[config.mk]
export PLATFORM = sky130hd
export DESIGN_NAME = mem_bist_ctrl
export DESIGN_NICKNAME = d
export VERILOG_FILES = /design/src/rtl/mem_bist_ctrl.sv
export SDC_FILE = /design/constraint.sdc
export NUM_CORES = 1
export LEC_CHECK = 0
export BUFFER_PORTS_ARGS = -buffer_cell sky130_fd_sc_hd__clkbuf_2
export CORE_MARGIN = 2
export CORE_UTILIZATION = 25
export DETAILED_ROUTE_END_ITERATION = 10
export GPL_TIMING_DRIVEN = 1
export HOLD_SLACK_MARGIN = 0.08
export PLACE_DENSITY = 0.43
export SLEW_MARGIN = 40
export SYNTH_ARGS = -nofsm -noshare
export SYNTH_HDL_FRONTEND = slang
export SYNTH_SLANG_ARGS = --single-unit
[constraint.sdc]
create_clock -name clk -period 2.7 [get_ports clk]
set_input_delay 0.81 -clock clk [delete_from_list [all_inputs] [get_ports clk]]
set_output_delay 0.81 -clock clk [all_outputs]
set_load 0.05 [all_outputs]
[src/rtl/mem_bist_ctrl.sv]
// ----------------------------------------------------------------------------
// mem_bist_ctrl
//   Built-in self-test sequencer for a small single-port RAM with registered
//   read data. A start pulse runs a four-element March sequence:
//     M0: ascending  w(P)
//     M1: ascending  r(P),  w(~P)
//     M2: descending r(~P), w(P)
//     M3: ascending  r(P)
//   A DRAIN cycle then compares the last M3 read. Each read is checked one
//   cycle later against the expected pattern.
//
// Ports
//   clk         rising-edge clock, shared with the RAM
//   rst         asynchronous active-high reset
//   start       single-cycle test request (accepted in IDLE or DONE only)
//   mem_we      RAM write enable
//   mem_addr    RAM address
//   mem_wrdata  RAM write data
//   mem_rddata  RAM registered read data (valid the cycle after a read)
//   busy        test in progress (M0 through DRAIN)
//   done        test complete, held until next accepted start or reset
//   pass        done with zero mismatches
//   fail_addr   address of the first mismatch of the run, 0 if none
//   fail_count  number of mismatches, saturating at all-ones
// ----------------------------------------------------------------------------
module mem_bist_ctrl #(
  parameter int                    ADDR_WIDTH = 3,
  parameter int                    DATA_WIDTH = 8,
  parameter int                    DEPTH      = 8,
  parameter logic [DATA_WIDTH-1:0] PATTERN    = 8'h55
) (
  input  logic                  clk,
  input  logic                  rst,
  input  logic                  start,
  output logic                  mem_we,
  output logic [ADDR_WIDTH-1:0] mem_addr,
  output logic [DATA_WIDTH-1:0] mem_wrdata,
  input  logic [DATA_WIDTH-1:0] mem_rddata,
  output logic                  busy,
  output logic                  done,
  output logic                  pass,
  output logic [ADDR_WIDTH-1:0] fail_addr,
  output logic [ADDR_WIDTH+1:0] fail_count
);

  typedef enum logic [2:0] {
    S_IDLE,
    S_M0,
    S_M1,
    S_M2,
    S_M3,
    S_DRAIN,
    S_DONE
  } state_t;

  localparam logic [ADDR_WIDTH-1:0] ADDR_LAST = ADDR_WIDTH'(DEPTH - 1);
  localparam logic [ADDR_WIDTH-1:0] ADDR_ZERO = '0;

  // Sequencer state. r_phase selects read (0) or write (1) inside M1/M2.
  state_t                  r_state;
  logic [ADDR_WIDTH-1:0]   r_addr;
  logic                    r_phase;

  // Compare pipeline: what the RAM should return in the next cycle.
  logic                    r_exp_valid;
  logic [DATA_WIDTH-1:0]   r_exp_data;
  logic [ADDR_WIDTH-1:0]   r_exp_addr;

  // Results.
  logic [ADDR_WIDTH+1:0]   r_fail_count;
  logic [ADDR_WIDTH-1:0]   r_fail_addr;

  state_t                  w_state_nxt;
  logic [ADDR_WIDTH-1:0]   w_addr_nxt;
  logic                    w_phase_nxt;
  logic                    w_accept;
  logic                    w_read;
  logic [DATA_WIDTH-1:0]   w_exp_data_nxt;
  logic                    w_mismatch;

  assign w_accept   = start && ((r_state == S_IDLE) || (r_state == S_DONE));
  assign w_mismatch = r_exp_valid && (mem_rddata != r_exp_data);

  // A read happens on the first cycle of each M1/M2 pair and every M3 cycle.
  assign w_read = (((r_state == S_M1) || (r_state == S_M2)) && !r_phase) ||
                  (r_state == S_M3);
  assign w_exp_data_nxt = (r_state == S_M2) ? ~PATTERN : PATTERN;

  // --------------------------------------------------------------------------
  // State register
  // --------------------------------------------------------------------------
  // NOTE: sequential state uses non-blocking assignments so every register
  // samples the pre-edge values of the others, independent of block order.
  always_ff @(posedge clk or posedge rst) begin
    if (rst) begin
      r_state <= S_IDLE;
      r_addr  <= '0;
      r_phase <= 1'b0;
    end else begin
      r_state <= w_state_nxt;
      r_addr  <= w_addr_nxt;
      r_phase <= w_phase_nxt;
    end
  end

  // --------------------------------------------------------------------------
  // Next-state, address and phase
  // --------------------------------------------------------------------------
  // NOTE: every signal driven here gets a default first, so no path through
  // the case can leave one unassigned and infer a latch.
  always_comb begin
    w_state_nxt = r_state;
    w_addr_nxt  = r_addr;
    w_phase_nxt = r_phase;

    case (r_state)
      S_IDLE, S_DONE: begin
        if (w_accept) begin
          w_state_nxt = S_M0;
          w_addr_nxt  = '0;
          w_phase_nxt = 1'b0;
        end
      end

      S_M0: begin
        if (r_addr == ADDR_LAST) begin
          w_state_nxt = S_M1;
          w_addr_nxt  = '0;
        end else begin
          w_addr_nxt  = r_addr + 1'b1;
        end
      end

      S_M1: begin
        w_phase_nxt = ~r_phase;
        if (r_phase) begin
          if (r_addr == ADDR_LAST) begin
            // M2 runs descending, so it starts where M1 ended.
            w_state_nxt = S_M2;
          end else begin
            w_addr_nxt  = r_addr + 1'b1;
          end
        end
      end

      S_M2: begin
        w_phase_nxt = ~r_phase;
        if (r_phase) begin
          if (r_addr == ADDR_ZERO) begin
            w_state_nxt = S_M3;
          end else begin
            w_addr_nxt  = r_addr - 1'b1;
          end
        end
      end

      S_M3: begin
        if (r_addr == ADDR_LAST) begin
          w_state_nxt = S_DRAIN;
          w_addr_nxt  = '0;
        end else begin
          w_addr_nxt  = r_addr + 1'b1;
        end
      end

      S_DRAIN: w_state_nxt = S_DONE;

      default: begin
        w_state_nxt = S_IDLE;
        w_addr_nxt  = '0;
        w_phase_nxt = 1'b0;
      end
    endcase
  end

  // --------------------------------------------------------------------------
  // Compare pipeline and result registers
  // --------------------------------------------------------------------------
  always_ff @(posedge clk or posedge rst) begin
    if (rst) begin
      r_exp_valid  <= 1'b0;
      r_exp_data   <= '0;
      r_exp_addr   <= '0;
      r_fail_count <= '0;
      r_fail_addr  <= '0;
    end else if (w_accept) begin
      r_exp_valid  <= 1'b0;
      r_fail_count <= '0;
      r_fail_addr  <= '0;
    end else begin
      r_exp_valid <= w_read;
      r_exp_data  <= w_exp_data_nxt;
      r_exp_addr  <= r_addr;
      if (w_mismatch) begin
        // The count never returns to zero within a run, so zero marks the
        // first hit.
        if (r_fail_count == '0) begin
          r_fail_addr <= r_exp_addr;
        end
        if (r_fail_count != '1) begin
          r_fail_count <= r_fail_count + 1'b1;
        end
      end
    end
  end

  // --------------------------------------------------------------------------
  // Outputs, decoded from registered state only
  // --------------------------------------------------------------------------
  always_comb begin
    mem_we     = 1'b0;
    mem_wrdata = '0;
    case (r_state)
      S_M0: begin
        mem_we     = 1'b1;
        mem_wrdata = PATTERN;
      end
      S_M1: begin
        mem_we     = r_phase;
        mem_wrdata = r_phase ? ~PATTERN : '0;
      end
      S_M2: begin
        mem_we     = r_phase;
        mem_wrdata = r_phase ? PATTERN : '0;
      end
      default: ;
    endcase
  end

  assign mem_addr   = r_addr;
  assign busy       = (r_state == S_M0) || (r_state == S_M1) || (r_state == S_M2) ||
                      (r_state == S_M3) || (r_state == S_DRAIN);
  assign done       = (r_state == S_DONE);
  assign pass       = done && (r_fail_count == '0);
  assign fail_addr  = r_fail_addr;
  assign fail_count = r_fail_count;

endmodule

# After elaboration in Yosys (flattened, before gate mapping)
# Index checks and enable logic that the tools add are counted.
# classes
n_bitwise	3
n_lt_le_gt_ge	0
reduce_logical	27
multipliers	0
shift	0
div	0
n_eq_ne	18
addsub	3
muxes	29
# ops
op	count
$mux W3	16
$pmux W8 S3	1
$pmux W3 S6	1
$mux W8	2
$mux W5	3
$pmux W3 S5	1
$ne A2 B2 Y1 const B	7
$eq A3 B3 Y1 const B	4
$ne A8 B8 Y1	1
$logic_or A1 B1 Y1	7
$mux W7	1
$reduce_and A7 Y1	1
$eq A3 B2 Y1 const B	2
$logic_not A3 Y1	2
$reduce_and A2 Y1	3
$reduce_and A6 Y1	1
$reduce_bool A2 Y1	3
$reduce_or A2 Y1	3
$add A5 B1 Y5 const B	1
$logic_not A5 Y1	1
$ne A5 B5 Y1 const B	1
$logic_and A1 B1 Y1	4
$ne A2 B1 Y1 const B	2
$add A3 B1 Y3 const B	1
8 further kinds	11
# word_totals
ff_bits	27
n_memories	0
mem_bits_rw	0
mem_bits_ro	0
output_inout_bits	23
latch_bits	0
elab_cells	88

# Longest topological paths before layout
# Gate-level depths: netlist (run 1).
# logic_depth
ltp_word	5
ltp_mapped	7
mapped_depth_nobuf	7

# Least setup slack after synthesis (run 1)
# OpenSTA, ideal clock, no wires.
# synth_timing
path_kind	reg2out
startpoint	register r_state[2]
endpoint	output port mem_wrdata[3]
stages_incl_launch_ff	7
t_arrival_ps	2642
path_slack_ps	-752
path_buffers	2
required_time_ps	1890
path_cell_list	dfrtp_1 > buf_2 > inv_1 > ha_1 > nand2_1 > nor3_1 > buf_4
# synth_between
elab_chain_len	2
elab_cells_between_ends	4
classes_between	eq/ne: 3; mux: 1
# synth_lines
element	line_no	rtl
start: declaration	60	state_t r_state;
start signal: assignment	100	r_state <= w_state_nxt;
$eq A3 B2 Y1 or $eq A3 B1 Y1 (tied branches)	213	case (r_state)
$pmux W8 S3 *	213	
end: declaration	37	output logic [DATA_WIDTH-1:0] mem_wrdata,
# Every way passes the cells marked *; elsewhere a longest branch is shown, timed or not.

# Worst setup path in the final report (run 1)
# layout_timing
startpoint	register r_state[2]
endpoint	output port mem_wrdata[1]
# Same word-level chain as after synthesis.

==> results of run 1 <==
## where the power goes
part | internal [W] | switching (W) | total, W
Clock | 0.000103 | 0.000111 | 0.000213
Sequential | 0.000431 | 0.000124 | 0.000555
Combinational | 0.000488 | 0.00101 | 0.00150
Total | 0.00102 | 0.00125 | 0.00227
## metrics by stage
| step | hold WS [ps] | total power (W) | setup slack (ps) | instance area [µm²] | utilization |
|---|---|---|---|---|---|
| 2_1_floorplan | 450 | 0.00178 | -122 | 1580 | - |
| 3_3_place_gp | 476 | 0.00209 | 462 | 1790 | 0.302 |
| 3_5_place_dp | 478 | 0.00208 | 434 | 1790 | 0.302 |
| 4_1_cts | 498 | 0.00231 | 128 | 1830 | 0.309 |
| 5_1_grt | 559 | 0.00247 | 25.0 | 1830 | 0.309 |
| 6_report | 488 | 0.00227 | 153 | 1830 | 0.309 |
## worst max path at each step
stage / start / to / slack, ps / cells past startpoint
6_report: r_state[2]$_DFFE_PP0P_ / mem_wrdata[1] / 150 / 5
3_5_place_dp: r_state[2]$_DFFE_PP0P_ / mem_wrdata[1] / 430 / 5
3_3_place_gp: r_state[2]$_DFFE_PP0P_ / mem_wrdata[1] / 460 / 5
4_1_cts: r_state[2]$_DFFE_PP0P_ / mem_wrdata[1] / 130 / 5
2_1_floorplan: r_state[0]$_DFFE_PP0P_ / busy / -120 / 5
5_1_grt: r_state[2]$_DFFE_PP0P_ / mem_wrdata[5] / 30 / 5
## registers in the layout, indices dropped and copies added, names as in the netlist
register,cells
mem_addr,3
r_state,3
r_exp_valid,1
r_exp_addr,3
fail_addr,3
r_exp_data,2
fail_count,5
r_phase,1
## kinds of logic after synthesis
group	after synthesis	synth area share
muxes	10	0.0824
adders and majority gates	9	0.0735
DFF	21	0.343
AOI/OAI and AO/OA	46	0.211
buffers and inverters	24	0.0784
and+or+nand+nor	54	0.184
xor gates and xnor gates	4	0.0278
## area by class of cell
class                           count  area, µm²  area share
Clock buffer                        3       41.3      0.0225
Clock inverter                      1       5.00     0.00273
Inverter                            9       33.8      0.0184
Multi-Input combinational cell    123        922       0.503
Sequential cell                    21        526       0.287
Tap cell                           75       93.8      0.0512
Timing Repair Buffer               39        210       0.115
## Yosys cell counts, types with 4 or more instances
cell,count
sky130_fd_sc_hd__o21ai_0,11
sky130_fd_sc_hd__nand2_1,12
sky130_fd_sc_hd__mux2i_1,7
sky130_fd_sc_hd__buf_4,7
sky130_fd_sc_hd__clkbuf_1,5
sky130_fd_sc_hd__nor3_1,7
sky130_fd_sc_hd__a21oi_1,16
sky130_fd_sc_hd__ha_1,9
sky130_fd_sc_hd__nand2b_1,4
sky130_fd_sc_hd__dfrtp_1,21
sky130_fd_sc_hd__nor2_1,14
sky130_fd_sc_hd__inv_1,8
## placed cells by master, fill, tap and decap left out, types with 2 or more instances in the layout
master / Yosys / routed
sky130_fd_sc_hd__o21ai_1: 2 / 3
sky130_fd_sc_hd__o211ai_1: 2 / 2
sky130_fd_sc_hd__mux2i_4: 2 / 2
sky130_fd_sc_hd__inv_2: 1 / 2
sky130_fd_sc_hd__dfrtp_1: 21 / 21
sky130_fd_sc_hd__nand2b_1: 4 / 4
sky130_fd_sc_hd__nand4_1: 2 / 2
sky130_fd_sc_hd__nor3_4: 0 / 2
sky130_fd_sc_hd__nand3_1: 3 / 3
sky130_fd_sc_hd__a21oi_1: 16 / 15
sky130_fd_sc_hd__a31o_1: 2 / 2
sky130_fd_sc_hd__or4_4: 2 / 2
sky130_fd_sc_hd__ha_1: 9 / 9
sky130_fd_sc_hd__xnor2_1: 3 / 3
sky130_fd_sc_hd__clkbuf_8: 0 / 3
sky130_fd_sc_hd__nor3_1: 7 / 5
sky130_fd_sc_hd__buf_4: 7 / 6
sky130_fd_sc_hd__nor2b_1: 2 / 2
sky130_fd_sc_hd__nand2_1: 12 / 12
sky130_fd_sc_hd__inv_1: 8 / 7
sky130_fd_sc_hd__clkbuf_2: 0 / 33
sky130_fd_sc_hd__nor2_1: 14 / 14
sky130_fd_sc_hd__o21ai_0: 11 / 10
sky130_fd_sc_hd__mux2i_1: 7 / 7
## worst max-delay path, delay by kind of cell (launching register included)
kind | cells | cell delay [ps]
flops | 1 | 390
buf+inv | 2 | 450
simple gates | 2 | 410
fa+ha+maj | 1 | 220
## layer usage
| metal | share of wire | wire [µm] | track usage | vias to the layer above |
|---|---|---|---|---|
| met5 | 0 | 0 | 0 | - |
| met4 | 0.0047 | 16 | 0.0300 | 0 |
| met3 | 0.044 | 148 | 0.0174 | 2 |
| met2 | 0.44 | 1500 | 0.169 | 23 |
| met1 | 0.51 | 1720 | 0.158 | 586 |
| li1 | - | - | - | 652 |
==> results by group, run 1 <==
Outcome
  • Run status: finished clean

Worst setup path
  • Critical path data arrival time: around 1700 ps
  • CP Launch Type: flop
  • Worst R2R Setup Slack: between 600 and 700 ps
  • CP Data Required Time: about 1900 ps
  • Critical-path cell with the highest stage delay: sky130_fd_sc_hd__dfrtp_1
  • Cell-by-cell listing of the critical path: inv_2 > ha_1 > nand2_1 > nor3_4 > clkbuf_2
  • Cells on worst reg2reg path: 6
  • Crit-path max cell delay: approximately 400 ps
  • Crit path kind: flop to primary output
  • Critical R2R Capture: r_state[0]$_DFFE_PP0P_
  • Category of the worst setup path capture point: primary output
  • Critical register-to-register path startpoint: mem_addr[1]$_DFFE_PP0P_
  • CP Max Fanout: 6

Floorplanning
  • Total core area: just under 6000 µm²
  • Cell row count: 28
  • Starting Density: 0.259
  • I/O pin count: 34
  • Vertical die dimension: between 80 and 90 µm
  • Die area: 6770 µm²
  • Horizontal die dimension: 82.3 µm

Drt
  • Remaining antenna violation count after routing: 0
  • DRC violations left: 0
  • Via count: 1,263
  • Routed len/inst: around 13 µm
  • Number of search-and-repair iterations in the first detailed-routing pass: 4
  • First-iteration detailed-routing DRC count: 45
  • Total Routed Length: ~3400 µm
  • Via density per instance: between 4 and 5

Logic synthesis
  • Number of unique standard cell types used by synthesis: between 40 and 50
  • Cell type with the largest total area after synthesis: sky130_fd_sc_hd__dfrtp_1
  • EDFF count, synth: 0
  • Total standard cell area after synthesis: roughly 1500 µm²
  • Area fraction of the dominant cell type after synthesis: 0.343
  • Yosys warning count: 0
  • Post-synth ARST share: 1.00
  • Mapped Nets: approximately 190
  • Number of standard cells after synthesis: 168
  • Top flip-flop cell by instance count after synthesis: sky130_fd_sc_hd__dfrtp_1
  • Share of the yosys chip area belonging to registers: 0.343
  • Per-instance average area after synthesis: 9.12 µm²
  • Post-synthesis sequential element count: 21
  • Top cells by area, synth: sky130_fd_sc_hd__dfrtp_1, sky130_fd_sc_hd__ha_1, sky130_fd_sc_hd__a21oi_1, sky130_fd_sc_hd__mux2i_1, sky130_fd_sc_hd__o21ai_0

GRT
  • Initial antenna violation count: 0
  • Gr ovfl total: 0
  • Pin count of the biggest net entering global routing: 22
  • Total global-route track usage: 0.109
  • Wire length of the first global-routing pass: between 5000 and 6000 µm
  • Number of global-route vias before repair: about 1,200

Placed design
  • Final GP Congestion: about 0.65
  • Post-placement cell count: ~270
  • Placed wire-length estimate after detailed placement: ~2600 µm
  • Count of input and output buffers: 33

Timing
  • Transition at the pin with the smallest max-transition slack: slightly below 700 ps
  • Setup violators final: 0
  • Count of final hold-check violations: 0
  • Max Slew Vio Count: 0
  • Worst-case clock skew: just over 3 ps
  • Rel. slew slack: 0.548
  • Final critical path time including I/O delays and setup: around 2500 ps
  • FMAX: around 400 MHz
  • Unrepaired setup endpoints after global routing: false
  • Period utilization: 0.943
  • Sum of negative setup slack: 0 ps

Hold path
  • Depth of the worst hold-timing path: 2
  • End of the worst hold path: r_exp_addr[1]$_DFFE_PP0N_
  • Hold WC Path Type: flop to flop
  • Startpoint of the most critical hold path: r_exp_addr[1]$_DFFE_PP0N_

Clock tree
  • Resized Gates After CTS: 0
  • Longest Clk Path Bufs: 2
  • Register clock-pin slew on the reported worst setup and hold paths: about 80 ps
  • CTS tree: built
  • Number of hold buffers added after CTS: 0
  • Clock sink count: 21
  • Depth of the CTS H-tree: 1
  • TritonCTS buffer count: 3
  • Root buffer selected by CTS: sky130_fd_sc_hd__clkbuf_8
  • Clk_lat worst skew: between 200 and 300 ps
  • Setup bufs post-CTS: 0

Cells and area
  • Area Growth Syn to Fin: 19.5%
  • Number of antenna diodes: 0
  • Final instance count without filler cells: 271
  • Layout cell share with drive strength beyond 1: 0.301
  • Filler Cells Inserted: ~630
  • Final layout net count: approximately 220

Power
  • Worst vdd ir: about 0.00054 V
  • Lkg Pwr: ~0.8 nW
  • Power Dens Cells: roughly 1200 nW/µm²

Flow run
  • Max-Cap Viols: 0
(Power assumes the default switching activity.)
==> inputs of run 2 (changes only) <==
Settings changed: ABC_AREA from default to 1, CORE_ASPECT_RATIO from default to 2.
==> run 2 against run 1 <==
  * Setup slack better by 1.9 ps
  * Non-clock buffer count shrank 5
  * Fmax about the same
  * Critical path type unchanged
  * Critical endpoint is now mem_wrdata[6]
  * Largest power group unchanged
==> results by group, run 2 <==
Power
  • Worst vdd ir: 0.000861 V
  • Internal: about 0.00097 W
  • Power Dens Cells: about 1200 nW/µm²
  • Net switching power: roughly 0.0012 W
  • Fraction of power consumed by combinational cells: 0.591
  • Lkg Pwr: 1.01 nW
  • Sum of internal, switching and leakage power: 0.00214 W
  • Clock share of power: 0.147
  • Net switching share of the total power: 0.544
  • Sequential share of power: 0.262

Clock tree
  • Number of hold buffers added after CTS: 0
  • Clk_lat worst skew: between 200 and 300 ps
  • Longest Clk Path Bufs: 2
  • TritonCTS buffer count: 3
  • Root buffer selected by CTS: sky130_fd_sc_hd__clkbuf_16
  • Clock sink count: 21
  • Setup bufs post-CTS: 0
  • Register clock-pin slew on the reported worst setup and hold paths: 60 ps
  • Resized Gates After CTS: 0
  • Depth of the CTS H-tree: 1
  • CTS tree: built

Cells and area
  • Leading cell type in the layout, fill and taps excluded: sky130_fd_sc_hd__nand2_1
  • Cell area after layout: ~1700 µm²
  • Flip-flop count of the largest register, all copies and words added: 5
  • Final layout net count: 258
  • Number of antenna diodes: 0
  • Layout cell share with drive strength beyond 1: 0.249
  • Area Growth Syn to Fin: 18.0%
  • Total area of multi-input combinational cells: roughly 800 µm²
  • Leading cell types in the layout, fill and taps excluded: sky130_fd_sc_hd__nand2_1, sky130_fd_sc_hd__clkbuf_2, sky130_fd_sc_hd__nor2_1, sky130_fd_sc_hd__dfrtp_1, sky130_fd_sc_hd__inv_1
  • Sequential cell area: 526 µm²
  • Filler Cells Inserted: 640

Timing
  • Setup violators final: 0
  • Worst hold margin: 474 ps
  • Transition at the pin with the smallest max-transition slack: roughly 310 ps
  • Rel. slew slack: 0.789
  • Final critical path time including I/O delays and setup: ~2500 ps
  • Count of final hold-check violations: 0
  • Sum of negative setup slack: 0 ps
  • FMAX: 393 MHz
  • Unrepaired setup endpoints after global routing: false
  • Period utilization: 0.943
  • Worst-case clock skew: between 7 and 8 ps
  • Max Slew Vio Count: 0

GRT
  • Number of global-route vias before repair: ~1,400
  • Wire length of the first global-routing pass: just over 6000 µm
  • Initial antenna violation count: 0
  • Gr ovfl total: 0
  • Pin count of the biggest net entering global routing: 22
  • Total global-route track usage: 0.120

Logic synthesis
  • Yosys warning count: 0
  • Post-synth ARST share: 1.00
  • Cell type with the largest total area after synthesis: sky130_fd_sc_hd__dfrtp_1
  • Cell with the most instances after synthesis: sky130_fd_sc_hd__nand2_1
  • Share of the yosys chip area belonging to registers: 0.356
  • Total standard cell area after synthesis: about 1500 µm²
  • Top flip-flop cell by instance count after synthesis: sky130_fd_sc_hd__dfrtp_1
  • EDFF count, synth: 0
  • Most numerous cell types in the synthesized netlist: sky130_fd_sc_hd__nand2_1, sky130_fd_sc_hd__nor2_1, sky130_fd_sc_hd__dfrtp_1
  • Number of unique standard cell types used by synthesis: 26
  • Mapped Nets: around 230
  • Post-synthesis sequential element count: 21
  • Area fraction of the dominant cell type after synthesis: 0.356
  • Top cells by area, synth: sky130_fd_sc_hd__dfrtp_1, sky130_fd_sc_hd__nand2_1, sky130_fd_sc_hd__ha_1, sky130_fd_sc_hd__nor2_1, sky130_fd_sc_hd__inv_1
  • Number of standard cells after synthesis: around 210
  • Per-instance average area after synthesis: between 7 and 8 µm²

Floorplanning
  • Cell row count: 39
  • I/O pin count: 34
  • Die area: 6580 µm²
  • Starting Density: 0.259
  • Horizontal die dimension: approximately 58 µm
  • Total core area: between 5000 and 6000 µm²
  • Vertical die dimension: ~110 µm

Hold path
  • Hold WC Path Type: flop to flop

Worst setup path
  • CP Max Fanout: 8
  • Crit path kind: flop to primary output
  • Critical-path cell with the highest stage delay: sky130_fd_sc_hd__dfrtp_1
  • Cell-by-cell listing of the critical path: inv_2 > ha_1 > nand2_1 > a211oi_2 > clkbuf_2
  • Critical path data arrival time: around 1700 ps
  • Worst path buffer plus inverter count: 2
  • Crit-path max cell delay: ~480 ps
  • CP Data Required Time: roughly 1900 ps
  • CP Launch Type: flop
  • Category of the worst setup path capture point: primary output
  • Kind of cell adding the most delay to the critical path: flip-flops

Placed design
  • Count of input and output buffers: 33
  • Cell area after placement: 1660 µm²
  • Final GP Congestion: 0.832
  • Placed wire-length estimate after detailed placement: approximately 2800 µm

Drt
  • Total Routed Length: around 3400 µm
  • Via count: 1,330
  • Routed len/inst: about 12 µm
  • Number of search-and-repair iterations in the first detailed-routing pass: 4
  • Via density per instance: 4.46
  • DRC violations left: 0
  • First-iteration detailed-routing DRC count: 14
  • Remaining antenna violation count after routing: 0

Flow run
  • Max-Cap Viols: 0

Outcome
  • Run status: finished clean
==> run 2: cell count changes after synthesis, moves of 7 or more <==
cell                      before  now
sky130_fd_sc_hd__nand3_1       3   15
sky130_fd_sc_hd__a21oi_1      16    1
sky130_fd_sc_hd__nand2_1      12   71
sky130_fd_sc_hd__inv_1         8   20
sky130_fd_sc_hd__nor2_1       14   23
sky130_fd_sc_hd__mux2i_1       7    0
==> run 2: final cells by class <==
class | instances | area share
inverter | 25 | 0.0538
timing repair buffer | 34 | 0.0990
sequential | 21 | 0.301
tap | 61 | 0.0438
multi-input combinational | 153 | 0.456
clock buffer | 3 | 0.0430
clock inverter | 1 | 0.00287
==> run 2: cells by family (layout without fill, tap and decap cells) <==
family | Yosys count | after routing | synth area share
xor gates and xnor gates | 3 | 3 | 0.0178
AOI/OAI and AO/OA | 15 | 15 | 0.0644
buffers and inverters | 34 | 63 | 0.113
DFF | 21 | 21 | 0.356
adders and majority gates | 9 | 9 | 0.0762
and+or+nand+nor | 126 | 126 | 0.373
==> run 2: final timing paths <==
check | cells after the start | to | slack [ps] | startpoint
worst max-delay path | 5 | mem_wrdata[6] | 150 | r_state[2]$_DFFE_PP0P_
worst min-delay path | 2 | r_exp_addr[2]$_DFFE_PP0N_ | 470 | r_exp_addr[2]$_DFFE_PP0N_
worst max register to register | 9 | fail_count[3]$_DFFE_PP0P_ | 1040 | fail_count[0]$_DFFE_PP0P_
worst min register to register | 2 | r_exp_addr[2]$_DFFE_PP0N_ | 470 | r_exp_addr[2]$_DFFE_PP0N_
max in group asynchronous | 3 | r_exp_valid$_DFF_PP0_ | 1900 | rst
min in group asynchronous | 3 | r_phase$_DFFE_PP0P_ | 570 | rst
==> run 2: worst reg2reg max path, cell delays in order (launching register included) <==
cell and delay, ps:
sky130_fd_sc_hd__dfrtp_1 410, sky130_fd_sc_hd__ha_1 230, sky130_fd_sc_hd__nand2_1 80, sky130_fd_sc_hd__nor2_1 50
sky130_fd_sc_hd__ha_1 200, sky130_fd_sc_hd__nor3_1 310, sky130_fd_sc_hd__nand3_1 120, sky130_fd_sc_hd__nand2_1 70
sky130_fd_sc_hd__inv_1 30, sky130_fd_sc_hd__nor2_1 90
==> run 2: routing by layer <==
metal / track usage / part of all wire
met3: 0.0126 / 0.035
met2: 0.226 / 0.57
met4: 0.0574 / 0.017
met5: 0 / 0
met1: 0.125 / 0.38
==> run 2: power groups by stage <==
stage                     clock network (W)  logic, W  registers (W)
after global placement                    0   0.00128       0.000568
after CTS                          0.000330   0.00128       0.000562
after global routing               0.000347   0.00142       0.000581
after floorplan                           0  0.000907       0.000704
final                              0.000313   0.00126       0.000560
after detailed placement                  0   0.00128       0.000567
==> run 2: stage by stage <==
step / std cells / setup slack, ps / util
after floorplan: 208 / -72.8 / -
after detailed placement: 294 / 406 / 0.291
final: 298 / 155 / 0.306
after global routing: 298 / 10.7 / 0.306
after CTS: 298 / 128 / 0.306
after global placement: 294 / 425 / 0.291
